--- src/rtl/pe_op_sequencer_if.sv ---
// pe_op_sequencer_if
// Stream + PE bundle around one PE_typeC tile.
//   master : upstream fabric / PE side. Drives operand triples and the PE
//            result-valid. Sees ready, the forwarded operands, the valids and the op.
//   slave  : the sequencer. Accepts triples, forwards them to the PE, drives pe_op.
// Signals
//   s_valid, s_ready, s_inp1..3       upstream valid/ready operand stream
//   pe_inp1..3                        operands to PE inp1..3
//   pe_t_valid_inp1/2                 operand valids to PE
//   pe_op                             PE op code
//   pe_out1_valid                     PE t_valid_out1 (result strobe)
interface pe_op_sequencer_if #(
  parameter int DWIDTH = 64
);
  logic              s_valid;
  logic              s_ready;
  logic [DWIDTH-1:0] s_inp1;
  logic [DWIDTH-1:0] s_inp2;
  logic [DWIDTH-1:0] s_inp3;
  logic [DWIDTH-1:0] pe_inp1;
  logic [DWIDTH-1:0] pe_inp2;
  logic [DWIDTH-1:0] pe_inp3;
  logic              pe_t_valid_inp1;
  logic              pe_t_valid_inp2;
  logic [2:0]        pe_op;
  logic              pe_out1_valid;

  modport master (
    output s_valid, s_inp1, s_inp2, s_inp3, pe_out1_valid,
    input  s_ready, pe_inp1, pe_inp2, pe_inp3,
           pe_t_valid_inp1, pe_t_valid_inp2, pe_op
  );

  modport slave (
    input  s_valid, s_inp1, s_inp2, s_inp3, pe_out1_valid,
    output s_ready, pe_inp1, pe_inp2, pe_inp3,
           pe_t_valid_inp1, pe_t_valid_inp2, pe_op
  );
endinterface

--- src/rtl/pe_op_sequencer.sv ---
// pe_op_sequencer
// Program sequencer for one double-precision PE_typeC tile. A table of up to
// DEPTH (op, len) entries is run in order: each entry streams len operand
// triples from upstream into the PE under a stable pe_op, then the PE pipeline
// is drained for LATENCY+1 cycles before the op may change, so no in-flight
// result is ever decoded under the wrong op.
// Ports
//   clk, rst          clock, async active-high reset
//   cfg_we/addr/op/len table write port (IDLE/DONE only; dropped while busy)
//   cfg_last          index of last entry, captured at start
//   cfg_err           1-cycle pulse one cycle after a dropped table write
//   start, abort      begin program (IDLE only) / return to IDLE from anywhere
//   bus               stream + PE bundle (slave side)
//   busy, done        ISSUE/DRAIN indicator, completion pulse
//   entry_idx         current table entry
//   result_cnt        saturating count of PE results since last accepted start
module pe_op_sequencer #(
  parameter int DWIDTH  = 64,
  parameter int LATENCY = 16,
  parameter int DEPTH   = 8,
  parameter int LENW    = 16,
  parameter int AW      = $clog2(DEPTH)
) (
  input  logic               clk,
  input  logic               rst,
  input  logic               cfg_we,
  input  logic [AW-1:0]      cfg_addr,
  input  logic [2:0]         cfg_op,
  input  logic [LENW-1:0]    cfg_len,
  input  logic [AW-1:0]      cfg_last,
  output logic               cfg_err,
  input  logic               start,
  input  logic               abort,
  pe_op_sequencer_if.slave   bus,
  output logic               busy,
  output logic               done,
  output logic [AW-1:0]      entry_idx,
  output logic [LENW+AW-1:0] result_cnt
);

  localparam int            TW        = $clog2(LATENCY + 2);
  localparam logic [TW-1:0] DRAIN_CYC = TW'(LATENCY + 1);
  localparam logic [2:0]    OP_NOP    = 3'b100;

  typedef enum logic [1:0] {IDLE, ISSUE, DRAIN, DONE} state_t;

  state_t          state, state_nxt;
  logic [AW-1:0]   idx_q, idx_nxt, idx_inc;
  logic [AW-1:0]   last_q, last_nxt;
  logic [2:0]      op_q, op_nxt;
  logic [LENW-1:0] rem_q, rem_nxt;
  logic [TW-1:0]   tmr_q, tmr_nxt;

  logic [2:0]      op_tab  [DEPTH];
  logic [LENW-1:0] len_tab [DEPTH];

  logic xfer, start_ok, at_last;

  // Handshake: ready only while the current entry still owes elements.
  // Operands and valids go straight through so the PE sees no added latency.
  assign bus.s_ready         = (state == ISSUE) && (rem_q != '0);
  assign xfer                = bus.s_valid && bus.s_ready;
  assign bus.pe_inp1         = bus.s_inp1;
  assign bus.pe_inp2         = bus.s_inp2;
  assign bus.pe_inp3         = bus.s_inp3;
  assign bus.pe_t_valid_inp1 = xfer;
  assign bus.pe_t_valid_inp2 = xfer;
  assign bus.pe_op           = op_q;

  assign busy      = (state == ISSUE) || (state == DRAIN);
  assign done      = (state == DONE);
  assign entry_idx = idx_q;

  assign start_ok = start && !abort && (state == IDLE);
  assign at_last  = (idx_q == last_q);
  assign idx_inc  = idx_q + AW'(1);

  // Next-state / datapath
  always_comb begin
    state_nxt = state;
    idx_nxt   = idx_q;
    last_nxt  = last_q;
    op_nxt    = op_q;
    rem_nxt   = rem_q;
    tmr_nxt   = tmr_q;
    case (state)
      IDLE: begin
        if (start) begin
          state_nxt = ISSUE;
          idx_nxt   = '0;
          last_nxt  = cfg_last;
          op_nxt    = op_tab[0];
          rem_nxt   = len_tab[0];
        end
      end
      ISSUE: begin
        if (rem_q == '0) begin
          // Zero-length entry: nothing was issued under this op, so no drain.
          if (at_last) begin
            state_nxt = DONE;
            op_nxt    = OP_NOP;
          end else begin
            idx_nxt = idx_inc;
            op_nxt  = op_tab[idx_inc];
            rem_nxt = len_tab[idx_inc];
          end
        end else if (xfer) begin
          rem_nxt = rem_q - LENW'(1);
          if (rem_q == LENW'(1)) begin
            state_nxt = DRAIN;
            tmr_nxt   = DRAIN_CYC;
          end
        end
      end
      DRAIN: begin
        // Loaded with LATENCY+1, leaves on the cycle the count reaches 1,
        // giving exactly LATENCY+1 cycles of DRAIN with pe_op held.
        if (tmr_q <= TW'(1)) begin
          tmr_nxt = '0;
          if (at_last) begin
            state_nxt = DONE;
            op_nxt    = OP_NOP;
          end else begin
            state_nxt = ISSUE;
            idx_nxt   = idx_inc;
            op_nxt    = op_tab[idx_inc];
            rem_nxt   = len_tab[idx_inc];
          end
        end else begin
          tmr_nxt = tmr_q - TW'(1);
        end
      end
      DONE: begin
        state_nxt = IDLE;
      end
      default: begin
        state_nxt = IDLE;
        op_nxt    = OP_NOP;
      end
    endcase
    // Abort wins over everything, including a start in the same cycle.
    if (abort) begin
      state_nxt = IDLE;
      op_nxt    = OP_NOP;
      rem_nxt   = '0;
      tmr_nxt   = '0;
    end
  end

  always_ff @(posedge clk or posedge rst) begin
    if (rst) begin
      state  <= IDLE;
      idx_q  <= '0;
      last_q <= '0;
      op_q   <= OP_NOP;
      rem_q  <= '0;
      tmr_q  <= '0;
    end else begin
      state  <= state_nxt;
      idx_q  <= idx_nxt;
      last_q <= last_nxt;
      op_q   <= op_nxt;
      rem_q  <= rem_nxt;
      tmr_q  <= tmr_nxt;
    end
  end

  // Program table. Writes only land while not busy; a start in the same
  // cycle as a write still launches with the old contents.
  always_ff @(posedge clk or posedge rst) begin
    if (rst) begin
      for (int i = 0; i < DEPTH; i++) begin
        op_tab[i]  <= OP_NOP;
        len_tab[i] <= '0;
      end
    end else if (cfg_we && !busy) begin
      op_tab[cfg_addr]  <= cfg_op;
      len_tab[cfg_addr] <= cfg_len;
    end
  end

  always_ff @(posedge clk or posedge rst) begin
    if (rst) cfg_err <= 1'b0;
    else     cfg_err <= cfg_we && busy;
  end

  // Results are counted in every state, including after an abort.
  always_ff @(posedge clk or posedge rst) begin
    if (rst)
      result_cnt <= '0;
    else if (start_ok)
      result_cnt <= '0;
    else if (bus.pe_out1_valid && (result_cnt != '1))
      result_cnt <= result_cnt + (LENW+AW)'(1);
  end

endmodule

--- src/flat_wrapper.sv ---
// flat-port wrapper written by rule: the top's interface ports become plain ports
module pe_op_sequencer_flat 
#(
  parameter int DWIDTH  = 64,
  parameter int LATENCY = 16,
  parameter int DEPTH   = 8,
  parameter int LENW    = 16,
  parameter int AW      = $clog2(DEPTH)
)
  (clk, rst, cfg_we, cfg_addr, cfg_op, cfg_len, cfg_last, cfg_err, start, abort, busy, done, entry_idx, result_cnt, bus_s_valid, bus_s_inp1, bus_s_inp2, bus_s_inp3, bus_pe_out1_valid, bus_s_ready, bus_pe_inp1, bus_pe_inp2, bus_pe_inp3, bus_pe_t_valid_inp1, bus_pe_t_valid_inp2, bus_pe_op);
  pe_op_sequencer_if #(.DWIDTH(DWIDTH)) bus_i ();
  input  logic clk;
  input  logic rst;
  input  logic cfg_we;
  input  logic [AW-1:0] cfg_addr;
  input  logic [2:0] cfg_op;
  input  logic [LENW-1:0] cfg_len;
  input  logic [AW-1:0] cfg_last;
  output logic cfg_err;
  input  logic start;
  input  logic abort;
  output logic busy;
  output logic done;
  output logic [AW-1:0] entry_idx;
  output logic [LENW+AW-1:0] result_cnt;
  input wire logic [$bits(bus_i.s_valid)-1:0] bus_s_valid;
  input wire logic [$bits(bus_i.s_inp1)-1:0] bus_s_inp1;
  input wire logic [$bits(bus_i.s_inp2)-1:0] bus_s_inp2;
  input wire logic [$bits(bus_i.s_inp3)-1:0] bus_s_inp3;
  input wire logic [$bits(bus_i.pe_out1_valid)-1:0] bus_pe_out1_valid;
  output wire logic [$bits(bus_i.s_ready)-1:0] bus_s_ready;
  output wire logic [$bits(bus_i.pe_inp1)-1:0] bus_pe_inp1;
  output wire logic [$bits(bus_i.pe_inp2)-1:0] bus_pe_inp2;
  output wire logic [$bits(bus_i.pe_inp3)-1:0] bus_pe_inp3;
  output wire logic [$bits(bus_i.pe_t_valid_inp1)-1:0] bus_pe_t_valid_inp1;
  output wire logic [$bits(bus_i.pe_t_valid_inp2)-1:0] bus_pe_t_valid_inp2;
  output wire logic [$bits(bus_i.pe_op)-1:0] bus_pe_op;
  assign bus_i.s_valid = bus_s_valid;
  assign bus_i.s_inp1 = bus_s_inp1;
  assign bus_i.s_inp2 = bus_s_inp2;
  assign bus_i.s_inp3 = bus_s_inp3;
  assign bus_i.pe_out1_valid = bus_pe_out1_valid;
  assign bus_s_ready = bus_i.s_ready;
  assign bus_pe_inp1 = bus_i.pe_inp1;
  assign bus_pe_inp2 = bus_i.pe_inp2;
  assign bus_pe_inp3 = bus_i.pe_inp3;
  assign bus_pe_t_valid_inp1 = bus_i.pe_t_valid_inp1;
  assign bus_pe_t_valid_inp2 = bus_i.pe_t_valid_inp2;
  assign bus_pe_op = bus_i.pe_op;
  pe_op_sequencer #(.DWIDTH(DWIDTH), .LATENCY(LATENCY), .DEPTH(DEPTH), .LENW(LENW), .AW(AW)) u_core (.clk(clk), .rst(rst), .cfg_we(cfg_we), .cfg_addr(cfg_addr), .cfg_op(cfg_op), .cfg_len(cfg_len), .cfg_last(cfg_last), .cfg_err(cfg_err), .start(start), .abort(abort), .bus(bus_i), .busy(busy), .done(done), .entry_idx(entry_idx), .result_cnt(result_cnt));
endmodule
--- config.mk ---
export PLATFORM = sky130hd
export DESIGN_NAME = pe_op_sequencer_flat
export DESIGN_NICKNAME = d
export VERILOG_FILES = /design/src/rtl/pe_op_sequencer_if.sv /design/src/rtl/pe_op_sequencer.sv /design/src/flat_wrapper.sv
export SDC_FILE = /design/constraint.sdc
export NUM_CORES = 1
export LEC_CHECK = 0
export BUFFER_PORTS_ARGS = -buffer_cell sky130_fd_sc_hd__buf_2
export CAP_MARGIN = 20
export CORE_UTILIZATION = 30
export CTS_BUF_LIST = sky130_fd_sc_hd__clkbuf_4 sky130_fd_sc_hd__clkbuf_8 sky130_fd_sc_hd__clkbuf_16
export CTS_CLUSTER_SIZE = 28
export DETAILED_ROUTE_END_ITERATION = 10
export MAX_ROUTING_LAYER = met4
export SYNTH_ARGS = -nofsm -noshare
export SYNTH_HDL_FRONTEND = slang
export SYNTH_SLANG_ARGS = --single-unit
export TNS_END_PERCENT = 30
--- constraint.sdc ---
create_clock -name clk -period 8.1 [get_ports clk]
set_input_delay 2.025 -clock clk [delete_from_list [all_inputs] [get_ports clk]]
set_output_delay 2.025 -clock clk [all_outputs]
set_load 0.05 [all_outputs]
## Yosys cells after proc, flatten, opt, wreduce, memory -nomap -nowiden

Index checks and enable logic that the tools add are counted.

| cells by class | value |
|---|---|
| equal/unequal tests | 18 |
| muxes and demuxes | 47 |
| reductions and logical operators | 24 |
| add/subtract/negate cells | 4 |
| order comparisons | 4 |
| bitwise gates (word level) | 2 |

Operator list:

| operator | number |
|---|---|
| $mux W16 | 9 |
| $bwmux W128 | 1 |
| $bmux W16 S3 | 1 |
| $demux W16 S3 | 1 |
| $pmux W16 S3 | 1 |
| $mux W19 | 2 |
| $mux W3 | 12 |
| $mux W5 | 5 |
| $bwmux W24 | 1 |
| $add A19 B1 Y19 const B | 1 |
| $ne A19 B19 Y1 const B | 1 |
| $ne A3 B3 Y1 const B | 6 |
| $pmux W3 S3 | 2 |
| $eq A16 B1 Y1 const B | 1 |
| $logic_not A16 Y1 | 1 |
| $mux W2 | 8 |
| $reduce_and A4 Y1 | 4 |
| $reduce_bool A16 Y1 | 1 |
| $sub A16 B1 Y16 const B | 1 |
| $pmux W5 S2 | 1 |
| $bmux W3 S3 | 1 |
| $demux W3 S3 | 1 |
| $ge A4 B4 Y1 const B | 2 |
| $logic_and A1 B1 Y1 | 8 |
| other kinds (20) | 27 |

| storage, ports and cells | value |
|---|---|
| word-level logic and storage cells | 123 |
| input bits | 224 |
| flip-flop bits (word level) | 204 |

## Depth between registers and ports, before layout

| logic depth | value |
|---|---|
| depth in word-level cells | 9 |
| depth in mapped cells | 10 |
| mapped depth without buffers | 9 |

## Worst setup path before layout

OpenSTA, ideal clock, no wires.

| path | value |
|---|---|
| path kind | in2out |
| from | input bus_s_valid |
| to | output bus_pe_t_valid_inp2 |
| stages | 2 |
| arrival | 2779 ps |
| setup slack | 3296 ps |
| buffers on the path | 1 |
| required time | 6075 ps |
| cells stage by stage | and3_1 buf_4 |

| on the way | value |
|---|---|
| longest elaborated chain between the ends | 1 |

Ends and longest elaborated chain:

| item | RTL line | source |
|---|---|---|
| from (decl) | flat_wrapper.sv:26 | `input wire logic [$bits(bus_i.s_valid)-1:0] bus_s_valid;` |
| $logic_and A1 B1 Y1 | pe_op_sequencer.sv:62 | `assign xfer = bus.s_valid && bus.s_ready;` |
| to (decl) | flat_wrapper.sv:36 | `output wire logic [$bits(bus_i.pe_t_valid_inp2)-1:0] bus_pe_t_valid_inp2;` |

Every way passes these cells.

## Worst setup path in the final report

| path | value |
|---|---|
| from | register u_core.rem_q[0] |
| to | output bus_s_ready |

| on the way | value |
|---|---|
| longest elaborated chain between the ends | 2 |

Ends and longest elaborated chain:

| item | RTL line | source |
|---|---|---|
| from (decl) | pe_op_sequencer.sv:51 | `logic [LENW-1:0] rem_q, rem_nxt;` |
| from (signal assigned) | pe_op_sequencer.sv:163 | `rem_q <= rem_nxt;` |
| $reduce_bool A16 Y1 | pe_op_sequencer.sv:61 | `assign bus.s_ready = (state == ISSUE) && (rem_q != '0);` |
| $logic_and A1 B1 Y1 | pe_op_sequencer.sv:61 |  |
| to (decl) | flat_wrapper.sv:31 | `output wire logic [$bits(bus_i.s_ready)-1:0] bus_s_ready;` |

Every way passes these cells.

==> run_results.csv <==
group,metric,value,unit
timing,clock-skew-final,19.83,ps
clock_tree,htree_levels,1,
grt,grt_pass1_wl,60480,um
grt,grt_overflow_total,0,
synthesis,synth_area_per_cell,11.76,um^2
setup_path,cp_max_fo,22,
synthesis,async_reset_ff_frac,1.000,
synthesis,seq_area_frac_synth,0.4377,
timing,tns,0,ps
setup_path,worstPathArrival,3160,ps
clock_tree,cts_resized,0,
setup_path,worstSetupPathType,"reg2out",
timing,rsz0062_at_grt,"no",
synthesis,synth-xor-area-share,0.01873,
routing,dr.pass1.iters,4,
routing,via_per_inst,5.178,
routing,wl_per_cell,32.84,um
synthesis,synth_top_family_by_area,"multiplexers",
floorplanning,io_pins,447,
setup_path,required,6080,ps
synthesis,ys_types,66,
clock_tree,numCtsBuffers,23,
routing,drc,0,
clock_tree,cts_sinks,204,
synthesis,ys.flop_type,"dfrtp_1",
synthesis,ys_seq_elements,204,
grt,grt_pass1_vias,7093,
grt,grt_usage,0.2277,
routing,num_vias,7167,
routing,drtAntennaViolNets,0,
final_layout,num-fill-cells,3883,
clock_tree,postCtsHoldBufs,0,
setup_path,slowest_delay,660,ps
synthesis,muxShareOfSynthArea,0.2302,
final_layout,mostFrequentLayoutCells,"194 x dfrtp_1, 155 x mux2_2, 62 x buf_2",
synthesis,synthAdderAreaFrac,0.01284,
clock_tree,cts_buffer_depth,3,
floorplanning,rows,71,
timing,hold_violations,0,
clock_tree,clk_latency,520,ps
synthesis,syn_nets,1230,
floorplanning,start_util,0.3075,
clock_tree,clockRootBuffer,"clkbuf_16",
timing,timing.final.crit_period,5181,ps
setup_path,crit_start,"u_core.rem_q[0]$_DFFE_PP0P_",
final_layout,drive_gt1_frac,0.3945,
clock_tree,cts_setup_buffers,0,
timing,slew_headroom,0.3046,
power,max-vdd-ir-drop,0.0002302,V
clock_tree,cts_tree,"yes",
synthesis,synth_area,11690,um^2
timing,tightest_slew,1041,ps
synthesis,synth_cells,994,
routing,drtIter0Drc,417,
power,p_per_area,412.8,nW/um^2
final_layout,final_nets,1095,
placement,hpwl,36040,um
placement,place_congestion,0.9148,
timing,setup_violations,0,
setup_path,start_kind,"flop",
worst_hold_path,min_from,"u_core.len_tab[80]$_DFFE_PP0P_",
outcome,outcome,"completed",
synthesis,synthSimpleGateAreaFrac,0.07535,
synthesis,synth_compound_area_frac,0.07760,
setup_path,r2r-start,"u_core.rem_q[0]$_DFFE_PP0P_",
floorplanning,dieArea,39760,um^2
grt,antenna_found_initial,2,
placement,port_buffers,62,
power,p_leak,4.935,nW
timing,slew_viol_final,0,
timing,whs,499.9,ps
floorplanning,die_h,199.4,um
grt,grt_max_degree,141,
timing,timing.final.crit_share,0.6397,
setup_path,end_kind,"output pin",
final_layout,area_growth,1.531,%
setup_path,path_cells,"inv_1 > ha_1 > nor4b_1 > nand4_1 > nand2_1 > inv_2 > buf_2",
job,cap_violations,0,
timing,max_freq,193.0,MHz
routing,wl,45450,um
synthesis,synth_edf_count,0,
setup_path,cp_num_buf_inv,3,
final_layout,mostFrequentLayoutCell,"dfrtp_1",
clock_tree,clk_pin_slew,60,ps
setup_path,critical-path-top-delay-family,"simple AND/OR/NAND/NOR gates",
worst_hold_path,hold_path_class,"reg2reg",
floorplanning,core,38020,um^2
floorplanning,dieWidth,199.4,um
synthesis,yosys_warnings,0,
setup_path,slowest_stage,"nand2_1",
-- synth_stat cells, drive strengths merged (4+ instances only) --
cell type  count  area [um^2]
a21o           6        45.04
a21oi         13        65.06
a2bb2oi        4        35.03
a31oi          6        37.54
buf          222         1609
clkbuf        15        56.30
dfrtp        195         4880
dfstp          9        236.5
ha            12        150.1
inv           16        60.05
mux2         155         1745
mux2i          9        90.09
mux4          38        855.8
nand2         53        198.9
nand3         19        95.09
nand3b         5        37.54
nand4          9        56.30
nor2          39        146.4
nor2b          4        25.02
nor3          11        66.32
nor3b          5        37.54
nor4           6        65.06
o211a          5        50.05
o211ai         8        60.06
o21ai         42        217.7
o22ai          6        37.54
o2bb2ai        4        35.03
o41ai          5        51.30
or3            9        56.30
xnor2         15        131.4
xor2          10        87.58
-- power breakdown --
part / switching [mW] / total [mW] / internal, mW
sequential: 0.314 / 1.81 / 1.49
clock: 0.409 / 1.04 / 0.630
combinational: 1.05 / 2.05 / 0.999
-- logic make-up after synthesis --
family	count (synthesis)
compound gates	125
xor+xnor	25
fa+ha+maj	12
buf+inv	253
flops	204
mux	202
simple gates	173
-- path summary, 6_finish.rpt --
| check | endpoint | slack, ps | cells past startpoint |
|---|---|---|---|
| setup reg to reg | u_core.bus.pe_op[0]$_DFFE_PP0P_ | 4730 | 8 |
| setup / recovery | bus_s_ready | 2920 | 7 |
| hold reg to reg | u_core.len_tab[80]$_DFFE_PP0P_ | 500 | 1 |
| max in group asynchronous | u_core.entry_idx[0]$_DFFE_PP0P_ | 4820 | 3 |
| min in group asynchronous | u_core.len_tab[35]$_DFFE_PP0P_ | 1750 | 2 |
| hold / removal | u_core.len_tab[80]$_DFFE_PP0P_ | 500 | 1 |
-- cell type report --
type	count	area (um^2)	area share
diodes	1	2.502	0.0002108
clock buffers	32	661.9	0.05577
well taps	511	639.4	0.05387
flip-flops and latches	204	5117	0.4312
repair buffers	77	422.9	0.03563
clock inverters	6	83.83	0.007063
multi-input cells	537	4873	0.4106
inverters	16	67.56	0.005693
-- routing by layer --
metal,part of all wire,global-route usage,up-vias
met3,0.26,0.2596,46
met5,0,-,-
met1,0.27,0.1846,3558
met4,0.022,0.04919,0
li1,-,-,3100
met2,0.45,0.3364,463
-- metrics by stage --
| stage | setup slack (ps) | power [mW] | cells | utilization | instance area, um^2 |
|---|---|---|---|---|---|
| after floorplan | 522.5 | 3.651 | 994 | - | 11690 |
| final | 2919 | 4.899 | 1384 | 0.3122 | 11870 |
| after global routing | 2626 | 5.214 | 1384 | 0.3122 | 11870 |
| after CTS | 2911 | 4.943 | 1383 | 0.3121 | 11870 |
| after detailed placement | 3337 | 3.881 | 1345 | 0.2925 | 11120 |
| after global placement | 3341 | 3.836 | 1345 | 0.2925 | 11120 |
-- registers in the layout, summed over array words and instances, names as in the netlist --
signal / count
u_core.len_tab: 128
u_core.op_tab: 24
u_core.entry_idx: 3
u_core.bus.pe_op: 3
u_core.result_cnt: 19
u_core.rem_q: 16
u_core.cfg_err: 1
u_core.tmr_q: 5
u_core.last_q: 3
u_core.state: 2
Power figures use the tool's default switching activity.
